**src/rtl/dino_pixel_stage.sv**
```systemverilog
// dino_pixel_stage
//   Pixel-generation stage fed directly by the VGA timer. Draws a 16x16
//   1-bpp dino sprite, a one-line ground and a background colour, delays the
//   timer syncs to line up with the 2-stage pixel pipeline, and takes sprite
//   position updates through a valid/ready slot that is only applied at a
//   frame boundary (vsync falling edge), so a frame never tears.
//
// Ports
//   clk_i, rst_i                 pixel clock, synchronous active-high reset
//   hsync_i, vsync_i, visible_i  timer syncs (active-low) and visible flag
//   position_x_i, position_y_i   timer logical position (0..319, 0..239)
//   pos_valid_i / pos_ready_o    new sprite position handshake
//   dino_x_i, dino_y_i           offered sprite top-left corner
//   bmp_we_i, bmp_row_i, bmp_data_i  sprite bitmap row write (bit 15 = left)
//   hsync_o, vsync_o             syncs delayed 2 cycles
//   red_o, green_o, blue_o       12-bit pixel colour
//   frame_start_o                pulse when the active position takes effect
module dino_pixel_stage #(
    parameter int unsigned GROUND_Y   = 200,
    parameter logic [11:0] DINO_RGB   = 12'h0F0,
    parameter logic [11:0] GROUND_RGB = 12'hFFF,
    parameter logic [11:0] BG_RGB     = 12'h000
) (
    input  logic        clk_i,
    input  logic        rst_i,
    input  logic        hsync_i,
    input  logic        vsync_i,
    input  logic        visible_i,
    input  logic [8:0]  position_x_i,
    input  logic [7:0]  position_y_i,
    input  logic        pos_valid_i,
    output logic        pos_ready_o,
    input  logic [8:0]  dino_x_i,
    input  logic [7:0]  dino_y_i,
    input  logic        bmp_we_i,
    input  logic [3:0]  bmp_row_i,
    input  logic [15:0] bmp_data_i,
    output logic        hsync_o,
    output logic        vsync_o,
    output logic [3:0]  red_o,
    output logic [3:0]  green_o,
    output logic [3:0]  blue_o,
    output logic        frame_start_o
);

    localparam logic [7:0] GROUND_ROW = 8'(GROUND_Y);
    localparam logic [8:0] RESET_X    = 9'd32;
    localparam logic [7:0] RESET_Y    = 8'(GROUND_Y - 16);

    // ------------------------------------------------------------------
    // Position handshake and frame boundary
    // ------------------------------------------------------------------
    logic       vsync_q;
    logic       boundary;
    logic       transfer;
    logic       pend_full;
    logic [8:0] pend_x;
    logic [7:0] pend_y;
    logic [8:0] act_x;
    logic [7:0] act_y;

    always_comb begin
        boundary    = vsync_q & ~vsync_i;
        pos_ready_o = ~pend_full;
        transfer    = pos_valid_i & ~pend_full;
    end

    // A transfer can only happen while pending is empty, so it never
    // competes with the boundary drain: on a simultaneous boundary the
    // (empty) pending slot applies nothing and the new offer simply waits
    // for the next boundary.
    always_ff @(posedge clk_i) begin
        if (rst_i) begin
            vsync_q       <= 1'b1;
            pend_full     <= 1'b0;
            pend_x        <= '0;
            pend_y        <= '0;
            act_x         <= RESET_X;
            act_y         <= RESET_Y;
            frame_start_o <= 1'b0;
        end else begin
            vsync_q       <= vsync_i;
            frame_start_o <= boundary;
            if (transfer) begin
                pend_full <= 1'b1;
                pend_x    <= dino_x_i;
                pend_y    <= dino_y_i;
            end else if (boundary && pend_full) begin
                pend_full <= 1'b0;
                act_x     <= pend_x;
                act_y     <= pend_y;
            end
        end
    end

    // ------------------------------------------------------------------
    // Sprite bitmap (read-before-write: same-cycle read sees old row)
    // ------------------------------------------------------------------
    logic [15:0] bmp [16];

    always_ff @(posedge clk_i) begin
        if (rst_i) begin
            for (int unsigned i = 0; i < 16; i++) begin
                bmp[i] <= '0;
            end
        end else if (bmp_we_i) begin
            bmp[bmp_row_i] <= bmp_data_i;
        end
    end

    // ------------------------------------------------------------------
    // Stage 1: hit test, bitmap row fetch, register timer signals
    // ------------------------------------------------------------------
    logic [9:0] x_ext, y_ext, dx_ext, dy_ext, dx_off, dy_off;
    logic       hit;

    // 10-bit compare so a sprite near the right/bottom edge clips instead
    // of wrapping back to column/row 0.
    always_comb begin
        x_ext  = {1'b0, position_x_i};
        y_ext  = {2'b0, position_y_i};
        dx_ext = {1'b0, act_x};
        dy_ext = {2'b0, act_y};
        dx_off = x_ext - dx_ext;
        dy_off = y_ext - dy_ext;
        hit    = (x_ext >= dx_ext) && (x_ext < dx_ext + 10'd16) &&
                 (y_ext >= dy_ext) && (y_ext < dy_ext + 10'd16);
    end

    logic        s1_hit;
    logic [15:0] s1_bits;
    logic [3:0]  s1_col;
    logic        s1_vis;
    logic        s1_gnd;
    logic        s1_hs;
    logic        s1_vs;

    always_ff @(posedge clk_i) begin
        if (rst_i) begin
            s1_hit  <= 1'b0;
            s1_bits <= '0;
            s1_col  <= '0;
            s1_vis  <= 1'b0;
            s1_gnd  <= 1'b0;
            s1_hs   <= 1'b1;
            s1_vs   <= 1'b1;
        end else begin
            s1_hit  <= hit;
            s1_bits <= bmp[dy_off[3:0]];
            s1_col  <= dx_off[3:0];
            s1_vis  <= visible_i;
            s1_gnd  <= (position_y_i == GROUND_ROW);
            s1_hs   <= hsync_i;
            s1_vs   <= vsync_i;
        end
    end

    // ------------------------------------------------------------------
    // Stage 2: colour priority and output registers
    // ------------------------------------------------------------------
    logic [11:0] colour;
    logic        sprite_px;

    always_comb begin
        sprite_px = s1_bits[4'd15 - s1_col];
        colour    = BG_RGB;
        if (!s1_vis) begin
            colour = '0;
        end else if (s1_hit && sprite_px) begin
            colour = DINO_RGB;
        end else if (s1_gnd) begin
            colour = GROUND_RGB;
        end
    end

    always_ff @(posedge clk_i) begin
        if (rst_i) begin
            hsync_o <= 1'b1;
            vsync_o <= 1'b1;
            red_o   <= '0;
            green_o <= '0;
            blue_o  <= '0;
        end else begin
            hsync_o <= s1_hs;
            vsync_o <= s1_vs;
            red_o   <= colour[11:8];
            green_o <= colour[7:4];
            blue_o  <= colour[3:0];
        end
    end

endmodule

```
**config.mk**
```make
export PLATFORM = sky130hd
export DESIGN_NAME = dino_pixel_stage
export DESIGN_NICKNAME = d
export VERILOG_FILES = /design/src/rtl/dino_pixel_stage.sv
export SDC_FILE = /design/constraint.sdc
export NUM_CORES = 1
export LEC_CHECK = 0
export CAP_MARGIN = 10
export CORE_ASPECT_RATIO = 2
export CORE_MARGIN = 10
export CORE_UTILIZATION = 54
export CTS_CLUSTER_DIAMETER = 30
export DETAILED_ROUTE_END_ITERATION = 6
export PLACE_DENSITY = 0.75
export SYNTH_ARGS = -nofsm -noshare
export SYNTH_HDL_FRONTEND = slang
export SYNTH_SLANG_ARGS = --single-unit
```
**constraint.sdc**
```tcl
create_clock -name clk_i -period 4.6 [get_ports clk_i]
set_input_delay 0.46 -clock clk_i [delete_from_list [all_inputs] [get_ports clk_i]]
set_output_delay 0.46 -clock clk_i [all_outputs]
set_load 0.01 [all_outputs]
```
==> results of run 1 <==
## metal layers
layer  track usage  vias to the layer above  routed length [microns]
met1         0.192                     4206                    11300
met2         0.359                      241                    18200
met3        0.0277                       96                     1420
met4        0.0984                        0                     1520
li1              -                     3907                        -
met5             0                        -                        0
## flip-flops by register name (all words and copies together) (netlist names), 4 cells and up
name and count:
s1_col 4, pend_y 8, bmp 256, act_y 8, act_x 9, s1_bits 16, pend_x 9
## per-stage QoR
| step | total power, uW | setup slack (ns) |
|---|---|---|
| 2_1_floorplan | 3830 | 2.21 |
| 3_3_place_gp | 4030 | 1.51 |
| 3_5_place_dp | 4050 | 1.44 |
| 4_1_cts | 6880 | 1.99 |
| 5_1_grt | 7030 | 1.86 |
| 6_report | 6840 | 2.04 |
## layout by cell type, fill, tap and decap left out, drive strengths merged, types with 16 or more instances in the layout
master,netlist,routed
dfxtp,65,65
clkbuf,46,47
nor2,31,31
ha,28,28
buf,31,21
nand2,64,64
and2,256,256
o22ai,16,16
or2,21,21
a21oi,41,41
inv,28,33
edfxtp,256,256
clkdlybuf4s50,0,75
mux2i,36,36
mux4,66,66
## how the worst min path moves through the flow
stage / end / slack, ns / cells past startpoint
finish: hsync_o / 0.41 / 1
global route: hsync_o / 0.43 / 1
CTS: hsync_o / 0.41 / 1
detailed placement: hsync_o / 0.40 / 1
global placement: hsync_o / 0.39 / 1
floorplan: hsync_o / 0.39 / 1
## power groups by stage
stage | sequential, uW | clock (uW) | combinational (uW)
after floorplan | 3390 | 0 | 441
after global placement | 3420 | 0 | 604
after detailed placement | 3430 | 0 | 622
after CTS | 3370 | 2890 | 625
after global routing | 3380 | 2980 | 669
final | 3370 | 2850 | 617
## cell type report
| type | count | area, sq um |
|---|---|---|
| flip-flops and latches | 321 | 8990 |
| inverters | 28 | 105 |
| multi-input cells | 632 | 5230 |
| clock buffers | 47 | 987 |
| well taps | 348 | 435 |
| fillers | 1986 | 10000 |
| repair buffers | 96 | 931 |
| clock inverters | 19 | 201 |
## logic make-up after synthesis
logic type      Yosys count  share of synthesized area
flops                   321                      0.611
xor+xnor                  9                    0.00663
buf+inv                 105                     0.0350
compound gates           83                     0.0361
mux                     102                      0.125
simple gates            408                      0.160
fa+ha+maj                30                     0.0265
==> metrics, run 1 <==
Row Count=85; die width=137 microns; clk_lat worst skew=roughly 0.54 ns; Int Power=5250 uW; P&R area growth vs syn=14.7%; chain of cells forming the critical path=clkdlybuf4s50_1, inv_1, ha_4, buf_12, mux4_2, mux2i_1, o22ai_2; sequential share of the synthesized area=0.611; Worst R2R Setup Slack=2.21 ns; yosys warns=0; Cell Pwr Density=just over 400 nW/um^2; Design Area, Final=16900 sq um; Post-synth top cells=256 x and2_1, 256 x edfxtp_1, 66 x mux4_2; CTS tree=built; hold_buf cts=0; dpl cells=1425; first-pass GRT wire length=roughly 50000 microns; Buf+Inv Stages, Crit Path=3; final setup fails=0; flops & latches, synth=321; Root Buffer=clkbuf_16; end of the worst register-to-register path=s1_bits[11]; antenna viol nets, final=0; Min-Delay Path Class=flop to flop; initial detailed-routing violation count=about 370; Die Y=253 microns; share of layout cells above drive strength 1=0.160; largest net degree at the start of global routing=68; dpl hpwl=22700 microns; CP endpoint=s1_bits[11]; hold wc startpoint=s1_hs; kind of end point of the critical path=flop; vias=roughly 8500; crit path kind=primary input to flop; total CTS buffers=36; Critical Path Stages=7; final wirelength=32500 microns; syn_area_per_cell=13.9 sq um; Async SR Flop Fraction=0; sequential share of power=0.492; hold slack=0.409 ns; worst path required time=around 5.0 ns; Clock Sinks=321; VDD IR max=248 uV; worst r2r src=act_y[0]; Net Sw Frac=0.232; R2R cell count=5; Setup TNS=0 ns; Post-Syn Nets=roughly 1100; MaxCap Viol Count=0; Psw=1590 uW; number of flops mapped to enable cells by yosys=256; cts repair resizes=0; status=complete, no violations; max-slew violation count=0; number of global-route vias before repair=~9000; Clock H-tree levels=2; Placed Area=about 16000 sq um; Final min period=2.56 ns; Post-CTS Setup Repair Bufs=0; Critical Path AT=2.96 ns; Post-route DRC=0; post-synth top area share=0.522; initial antenna violation count=0; crit path from=position_y_i[0]; Starting Density=0.547; Via-to-Cell Ratio=approximately 5.7; RSZ-0062 raised after global routing=false; Slew headroom=0.432; CP Launch Type=primary input; Hold Fails Final Rpt=0; final core occ=0.627; Critical Path Fanout Max=34; Max stage delay cell, worst path=ha_4; RePlAce Congestion=0.823; Synth Instances=1058; worst-margin pin slew=roughly 0.85 ns; Highest Clock Rate=0.390 GHz; synth unique cells=54; Non-Filler Instances=1491; clk buf depth=3; GRT Util Overall=0.190; mapped cell area=approximately 15000 sq um; max incr delay on CP=roughly 0.70 ns; DR WL/cell=21.8 microns; Most used DFF post-synth=edfxtp_1; total gr overflow=0; Ant. Diodes=0; P_leak=0.00611 uW; nets@finish=1206; Yosys top cell by area=edfxtp_1; Die ar.=34700 sq um; Core ar.=about 27000 sq um; I/O Buffers=76; Tcrit/Tclk final=0.557; clock network fraction of design power=0.417; main area contributors after synthesis=edfxtp_1 52%, and2_1 11%, mux4_2 10%; 1st-pass router iterations=6; Final Skew=between 0.02 and 0.03 ns; CP delay by family, top=buffers and inverters; combinational share of power=0.090; Reg clk slew, reported paths=0.06 ns; Ports=77
No activity file was read; power rests on OpenSTA's default activity.
==> inputs of run 2 (changes only) <==
clock period = 2.5 ns   (was 4.6 ns; I/O delays follow)
==> metrics, run 2 (same netlist as run 1, synthesis figures left out) <==
Post-route DRC=0; worst-margin pin slew=0.693 ns; Largest register FFs=approximately 260; Design Area, Final=~17000 sq um; final setup fails=0; Worst R2R Setup Slack=0.26 ns; worst path required time=2.88 ns; Highest Clock Rate=0.446 GHz; Cell Pwr Density=758 nW/um^2; Clock H-tree levels=2; initial antenna violation count=0; RePlAce Congestion=0.821; CP Launch Type=flop; Via-to-Cell Ratio=5.70; Die ar.=34700 sq um; I/O Buffers=between 70 and 80; status=complete, no violations; Slew headroom=0.537; Ports=77; first-pass GRT wire length=around 53000 microns; Post-CTS Setup Repair Bufs=0; worst r2r src=act_y[0]; VDD IR max=586 uV; Clock Sinks=321; total CTS buffers=37; Critical Path Fanout Max=10; Starting Density=0.547; CTS tree=built; Core ar.=26900 sq um; fillcell total=1922; hold slack=about 0.28 ns; Placed Area=16000 sq um; max-slew violation count=0; Final Power=13100 uW; share of layout cells above drive strength 1=0.181; Root Buffer=clkbuf_16; crit path from=act_y[0]; 1st-pass router iterations=4; kind of end point of the critical path=flop; R2R cell count=6; end of the worst register-to-register path=s1_bits[4]; Min-Delay Path Class=primary input to flop; total gr overflow=0; Largest regs=bmp: 256 flops, s1_bits: 16 flops; Die Y=approximately 250 microns; initial detailed-routing violation count=486; CP endpoint=s1_bits[4]; GRT Util Overall=0.202; vias=approximately 8600; cts repair resizes=0; Hold Fails Final Rpt=0; Tcrit/Tclk final=0.898; Ant. Diodes=0; P&R area growth vs syn=17.7%; final wirelength=34500 microns; Row Count=85; dpl hpwl=approximately 23000 microns; P_leak=0.00634 uW; most frequent cells in the layout=256 x and2_1, 256 x edfxtp_1, 75 x clkdlybuf4s50_1; RSZ-0062 raised after global routing=false; register area=8990 sq um; Biggest register=bmp; clk buf depth=3; clk_lat worst skew=between 0.5 and 0.6 ns; hold_buf cts=0; Reg clk slew, reported paths=approximately 0.06 ns; crit path kind=flop to flop; antenna viol nets, final=0; number of global-route vias before repair=just over 9000; DR WL/cell=22.7 microns; nets@finish=1230; Final min period=around 2.2 ns; die width=137 microns; final core occ=0.644; largest net degree at the start of global routing=36; MaxCap Viol Count=0; Multi-input gate area=5230 sq um; Critical Path AT=between 2 and 3 ns; Final Skew=0.0107 ns
run 2: cell types whose count changed in the layout (fill, tap and decap cells not counted):
cell and delta:
clkbuf_8 -2, buf_4 +11, buf_12 +12, clkinv_2 -1
clkbuf_16 +3, clkbuf_1 -2, clkinvlp_4 -1, clkinv_1 -1
clkbuf_4 -1, clkinv_4 -1, inv_6 +4, bufinv_16 +2
inv_8 +2
run 2: how the worst min path moves through the flow:
| stage | start | to | slack [ns] | cells after the start |
|---|---|---|---|---|
| after floorplan | position_y_i[0] | s1_gnd | 0.33 | 1 |
| after global placement | s1_hs | hsync_o | 0.39 | 1 |
| after detailed placement | s1_hs | hsync_o | 0.40 | 1 |
| after CTS | dino_x_i[4] | pend_x[4] | 0.26 | 3 |
| after global routing | dino_x_i[8] | pend_x[8] | 0.29 | 3 |
| final | dino_x_i[4] | pend_x[4] | 0.28 | 3 |
run 2: final cells by class:
class	count	area share
sequential	321	0.519
multi-input combinational	632	0.302
timing repair buffer	119	0.0724
clock buffer	45	0.0588
tap	348	0.0251
clock inverter	23	0.0170
inverter	28	0.00607
run 2: metal layers:
metal	global-route usage	up-vias	routed length [microns]
met5	0	-	0
met4	0.0865	0	1260
met3	0.0297	82	2470
met2	0.373	358	19000
met1	0.222	4251	11700
li1	-	3956	-
run 2: where the power goes:
part,switching [uW],internal (uW),leakage [uW]
clock network,2290,3420,0.000637
registers,112,6070,0.00298
logic,649,596,0.00273
run 2: critical path, stage by stage (launching register included):
cell,delay (ns)
dfxtp_1,0.33
ha_4,0.16
fa_2,0.67
buf_4,0.25
mux4_2,0.31
mux2i_1,0.26
o22ai_1,0.11
run 2: stage by stage:
| stage | cells | setup WS (ns) | TNS, ns |
|---|---|---|---|
| floorplan | 1058 | 0.311 | 0 |
| global placement | 1448 | -0.235 | -2.94 |
| detailed placement | 1448 | -0.230 | -2.63 |
| CTS | 1516 | 0.244 | 0 |
| global route | 1516 | 0.161 | 0 |
| finish | 1516 | 0.256 | 0 |
